--- src/rtl/adrv9009_pkg.sv ---
// Shared constants, state encoding and fixed-point helpers for the ADRV9009 TX filter chain.
package adrv9009_pkg;

  // THB3 half-band taps (Q15); centre tap and outer pair.
  localparam logic signed [15:0] THB3_H0    = -16'sd1024;
  localparam logic signed [15:0] THB3_H2    = 16'sd9216;
  localparam logic signed [15:0] THB3_HC    = 16'sd16384;
  localparam int                 THB3_SHIFT = 14;

  // Working width of the shared round/saturate helper; wide enough for every TX stage accumulator.
  localparam int RS_ACC_W = 48;

  typedef enum logic [1:0] {
    EMPTY = 2'd0,
    PH_E  = 2'd1,
    PH_O  = 2'd2
  } thb_state_t;

  // Round half-up by 2^(shift-1), arithmetic shift right, then clamp to a signed out_w range.
  function automatic logic signed [RS_ACC_W-1:0] round_sat(
    input logic signed [RS_ACC_W-1:0] acc,
    input int                         shift,
    input int                         out_w
  );
    logic signed [RS_ACC_W-1:0] half;
    logic signed [RS_ACC_W-1:0] r;
    logic signed [RS_ACC_W-1:0] hi;
    logic signed [RS_ACC_W-1:0] lo;
    half = (shift > 0) ? (RS_ACC_W'(1) <<< (shift - 1)) : '0;
    r    = (acc + half) >>> shift;
    hi   = (RS_ACC_W'(1) <<< (out_w - 1)) - RS_ACC_W'(1);
    lo   = ~hi;
    if (r > hi)      r = hi;
    else if (r < lo) r = lo;
    return r;
  endfunction

endpackage

--- src/rtl/adrv9009_round_sat.sv ---
// Combinational round-half-up, shift and saturate; shared by the THB1/THB2/THB3 stages.
module adrv9009_round_sat
  import adrv9009_pkg::*;
#(
  parameter int IN_W  = 34,
  parameter int SHIFT = 14,
  parameter int OUT_W = 16
) (
  input  logic signed [IN_W-1:0]  acc,
  output logic signed [OUT_W-1:0] res
);

  logic signed [RS_ACC_W-1:0] wide;

  always_comb begin
    wide = round_sat(RS_ACC_W'(acc), SHIFT, OUT_W);
    res  = wide[OUT_W-1:0];
  end

endmodule

--- src/rtl/adrv9009_thb3.sv ---
// THB3 transmit half-band interpolator: x2 interpolation, 7-tap kernel, valid/ready on both sides.
module adrv9009_thb3
  import adrv9009_pkg::*;
#(
  parameter int DATA_W = 16,
  parameter int SHIFT  = THB3_SHIFT
) (
  input  logic                     clk,
  input  logic                     reset,
  input  logic signed [DATA_W-1:0] in_data,
  input  logic                     in_valid,
  output logic                     in_ready,
  output logic signed [DATA_W-1:0] out_data,
  output logic                     out_valid,
  input  logic                     out_ready
);

  localparam int PW = DATA_W + 16;  // product width
  localparam int SW = PW + 2;       // phase-E accumulator width

  logic signed [DATA_W-1:0] x1, x2, x3;
  logic signed [PW-1:0]     p_e0, p_e1, p_e2, p_e3, p_o;
  logic                     p1_valid;
  logic signed [SW-1:0]     sum_e;
  logic signed [DATA_W-1:0] e_rs, o_rs;
  logic signed [DATA_W-1:0] y_e, y_o;
  thb_state_t               state, state_nxt;
  logic                     pair_free, p1_load, in_fire;

  always_comb begin
    pair_free = (state == EMPTY) || (state == PH_O && out_ready);
    p1_load   = p1_valid && pair_free;
    in_ready  = !p1_valid || pair_free;
    in_fire   = in_valid && in_ready;
  end

  // NOTE: state registers use non-blocking assignments so every flop samples pre-edge values;
  // here that is what lets P1 read the old x1/x2/x3 while the history shifts in the same edge.
  always_ff @(posedge clk or posedge reset) begin
    if (reset) begin
      x1       <= '0;
      x2       <= '0;
      x3       <= '0;
      p_e0     <= '0;
      p_e1     <= '0;
      p_e2     <= '0;
      p_e3     <= '0;
      p_o      <= '0;
      p1_valid <= 1'b0;
    end else begin
      if (in_fire) begin
        x1   <= in_data;
        x2   <= x1;
        x3   <= x2;
        p_e0 <= PW'(in_data) * PW'(THB3_H0);
        p_e1 <= PW'(x1) * PW'(THB3_H2);
        p_e2 <= PW'(x2) * PW'(THB3_H2);
        p_e3 <= PW'(x3) * PW'(THB3_H0);
        p_o  <= PW'(x1) * PW'(THB3_HC);
      end
      // A same-cycle input refills P1 as it empties, so in_fire wins over p1_load.
      if (in_fire)      p1_valid <= 1'b1;
      else if (p1_load) p1_valid <= 1'b0;
    end
  end

  assign sum_e = SW'(p_e0) + SW'(p_e1) + SW'(p_e2) + SW'(p_e3);

  adrv9009_round_sat #(.IN_W(SW), .SHIFT(SHIFT), .OUT_W(DATA_W)) u_rs_e (
    .acc (sum_e),
    .res (e_rs)
  );

  adrv9009_round_sat #(.IN_W(PW), .SHIFT(SHIFT), .OUT_W(DATA_W)) u_rs_o (
    .acc (p_o),
    .res (o_rs)
  );

  always_ff @(posedge clk or posedge reset) begin
    if (reset) begin
      y_e   <= '0;
      y_o   <= '0;
      state <= EMPTY;
    end else begin
      if (p1_load) begin
        y_e <= e_rs;
        y_o <= o_rs;
      end
      state <= state_nxt;
    end
  end

  // NOTE: every output of this block gets a default first, so no path can infer a latch.
  always_comb begin
    state_nxt = state;
    out_valid = 1'b0;
    out_data  = '0;
    unique case (state)
      EMPTY: begin
        if (p1_load) state_nxt = PH_E;
      end
      PH_E: begin
        out_valid = 1'b1;
        out_data  = y_e;
        if (out_ready) state_nxt = PH_O;
      end
      PH_O: begin
        out_valid = 1'b1;
        out_data  = y_o;
        if (p1_load)        state_nxt = PH_E;
        else if (out_ready) state_nxt = EMPTY;
      end
      default: state_nxt = EMPTY;
    endcase
  end

endmodule

--- config.mk ---
export PLATFORM = sky130hd
export DESIGN_NAME = adrv9009_thb3
export DESIGN_NICKNAME = d
export VERILOG_FILES = /design/src/rtl/adrv9009_pkg.sv /design/src/rtl/adrv9009_round_sat.sv /design/src/rtl/adrv9009_thb3.sv
export SDC_FILE = /design/constraint.sdc
export NUM_CORES = 1
export LEC_CHECK = 0
export CAP_MARGIN = 40
export CORE_MARGIN = 5
export CORE_UTILIZATION = 53
export DETAILED_ROUTE_END_ITERATION = 12
export HOLD_SLACK_MARGIN = 0.15
export PLACE_DENSITY_LB_ADDON = 0.05
export SYNTH_ARGS = -nofsm -noshare
export SYNTH_HDL_FRONTEND = slang
export SYNTH_SLANG_ARGS = --single-unit
--- constraint.sdc ---
create_clock -name clk -period 4.7 [get_ports clk]
set_input_delay 0.47 -clock clk [delete_from_list [all_inputs] [get_ports clk]]
set_output_delay 0.47 -clock clk [all_outputs]
set_load 0.01 [all_outputs]
==> impl_metrics.yaml <==
status:
  status: "finished, final reports clean"
route:
  first_iter_violations: 346
  dr.pass1.iters: 4
  wl_per_cell_um: 16.6
  vias: 7645
  drt_wl_total_um: 23700
  via_per_inst: 5.36
  drcViolationCount: 0
  ant_nets: 0
floorplanning:
  die_width_um: 154
  pin_count: 38
  start_util: 0.540
  dieArea_um2: 23700
  core_area_um2: 20300
  rows: 52
  dieHeight_um: 154
logic_synthesis:
  synthTopCellsByCount: "nand2_1, dfrtp_1, ha_1, inv_1, o21ai_0"
  yosysUniqueCellTypes: 65
  syn_area_per_cell_um2: 9.85
  ys_seq_area_frac: 0.370
  synth_nets: 1289
  synth_edf_count: 0
  async_flop_share: 1.00
  syn_inst: 1114
  synth_area_um2: 11000
  ys_seq_elements: 162
  yosysMostFrequentCell: "nand2_1"
  dominantRegCellSynth: "dfrtp_1"
  synth_area_leaders: "dfrtp_1, ha_1, fa_1, nand2_1, mux2_2"
  yosysTopAreaCell: "dfrtp_1"
  yosysWarnings: 0
  synth_top_cell_area_share: 0.370
global_route:
  grt_pass1_vias: 7709
  grt_max_degree: 163
  grt.overflow.total: 0
  grt_first_pass_wirelength_um: 39900
  antenna_found_initial: 0
  grt_use_total: 0.208
placement:
  io_buffers: 37
  place.gp.congestion: 0.791
  hpwl_um: 18000
clock_tree:
  clockRootBuffer: "clkbuf_16"
  clk_pin_slew_worst_paths_ps: 70
  clockBufferDepth: 2
  cts_tree: "built"
  htreeDepth: 4
  holdBufCountCts: 0
  numCtsBuffers: 17
  insertion_delay_ps: 430
  cts_sinks: 162
worst_setup_path:
  worstPathArrival_ps: 4730
  path_max_fanout: 8
  cpPeakStageDelay_ps: 540
  end_kind: "flop"
  startpoint_type: "flop"
  cp_slowest_cell: "fa_1"
  path_cells: "inv_1 > fa_1 > inv_1 > fa_1 > ha_1 > ha_1 > a21oi_2 > a21boi_0 > o31ai_1 > nand2_1 > o311ai_1 > nor2_1 > o31ai_4 > nand2_4 > o211ai_2"
  crit_required_ps: 5050
  path_class: "reg -> reg"
run:
  maxCapViolCount: 0
sta:
  tightest_slew_ps: 895
  fin_crit_sh: 0.933
  fin_tns_setup_ps: 0
  drv_slew: 0
  max_freq_ghz: 0.228
  slew_headroom: 0.403
  setup_viol: 0
  rsz0062_at_grt: "false"
  hold_violations: 0
  period_needed_ps: 4380
  skew_ps: 11.8
layout:
  num_antenna_cells: 0
  drive_gt1_frac: 0.100
  final_net_count: 1320
  synthToLayoutAreaGrowth_pct: 11.9
hold_path:
  min_path_type: "reg -> reg"
## state kept, by name (all words and copies together), names as in the netlist
signal    flops
p1_valid      1
p_e0         21
p_e1         18
p_e2         18
p_e3         22
p_o          16
state         2
x1           16
x3           16
y_e          16
y_o          16
## final cells by class
class / instances / area, µm²
fillers: 1806 / 8020
inverters: 109 / 413
well taps: 270 / 338
flip-flops and latches: 162 / 4050
repair buffers: 49 / 473
clock buffers: 21 / 460
clock inverters: 10 / 150
multi-input cells: 806 / 6390
## kinds of logic (layout without fill, tap and decap cells)
group | Yosys count | after routing | share of synthesized area
and+or+nand+nor | 311 | 311 | 0.130
AOI/OAI and AO/OA | 220 | 220 | 0.135
DFF | 162 | 162 | 0.370
adders and majority gates | 155 | 155 | 0.208
buffers and inverters | 146 | 189 | 0.0506
xor gates and xnor gates | 70 | 70 | 0.0559
muxes | 50 | 50 | 0.0513
## worst paths after layout
check	from	endpoint	slack (ps)	cells after the start
max in group asynchronous	reset	y_e[15]	3370	3
worst max register to register	p_e0[21]	y_e[14]	320	15
worst min register to register	y_o[4]	y_o[4]	480	2
min in group asynchronous	reset	x1[4]	650	3
worst min-delay path	y_o[4]	y_o[4]	480	2
worst max-delay path	p_e0[21]	y_e[14]	320	15
## layer usage
| layer | vias to the layer above | routed length, µm | track usage |
|---|---|---|---|
| met1 | 3672 | 12100 | 0.306 |
| met5 | - | 0 | 0 |
| met2 | 92 | 10800 | 0.328 |
| met3 | 16 | 541 | 0.0270 |
| li1 | 3865 | - | - |
| met4 | 0 | 268 | 0.0521 |
## placed cells by master (no fill, tap or decap), types with 5 or more instances in the layout
cell type / count
nand3b_1: 5
a31o_2: 6
nand3_1: 32
buf_4: 11
ha_1: 109
a21oi_1: 29
dfrtp_1: 162
o21a_1: 9
or3_1: 8
nor2_1: 31
xnor2_1: 27
a2bb2oi_1: 7
clkdlybuf4s50_1: 37
clkbuf_16: 17
o21bai_1: 5
mux2_2: 50
xor2_1: 43
a21boi_0: 5
or4_1: 5
o211ai_1: 6
a22oi_1: 16
o31ai_1: 5
nor4_1: 5
a21o_1: 15
fa_1: 46
nand2b_1: 6
nor3_1: 13
o21ai_0: 78
nand2_1: 166
inv_1: 108
nor2b_1: 18
## worst max-delay path: cells and delay by family, from the launching register on
| kind | cells | cell delay (ps) |
|---|---|---|
| AO/OA/AOI/OAI | 6 | 1690 |
| AND/OR/NAND/NOR | 3 | 430 |
| flip-flops | 1 | 370 |
| adder cells (fa/ha/maj) | 4 | 1680 |
| buffers and inverters | 2 | 130 |
## stage by stage
stage          std cells  setup WS [ps]   util  instance area, µm²  hold slack (ps)
5_1_grt             1427           4.70  0.605               12300              490
6_report            1427            315  0.605               12300              475
3_5_place_dp        1396            277  0.574               11600              463
4_1_cts             1427            243  0.604               12300              479
3_3_place_gp        1396            338  0.574               11600              458
2_1_floorplan       1114            759      -               11000              446
## repair_timing
action,4_1_cts,5_1_grt
resized for setup,0,3
setup endpoints to repair,0,12
buffers inserted,0,0
Power is left out: the tool's default activity adds up to more than one toggle a clock period on the data nets, which glitch-free logic cannot reach.
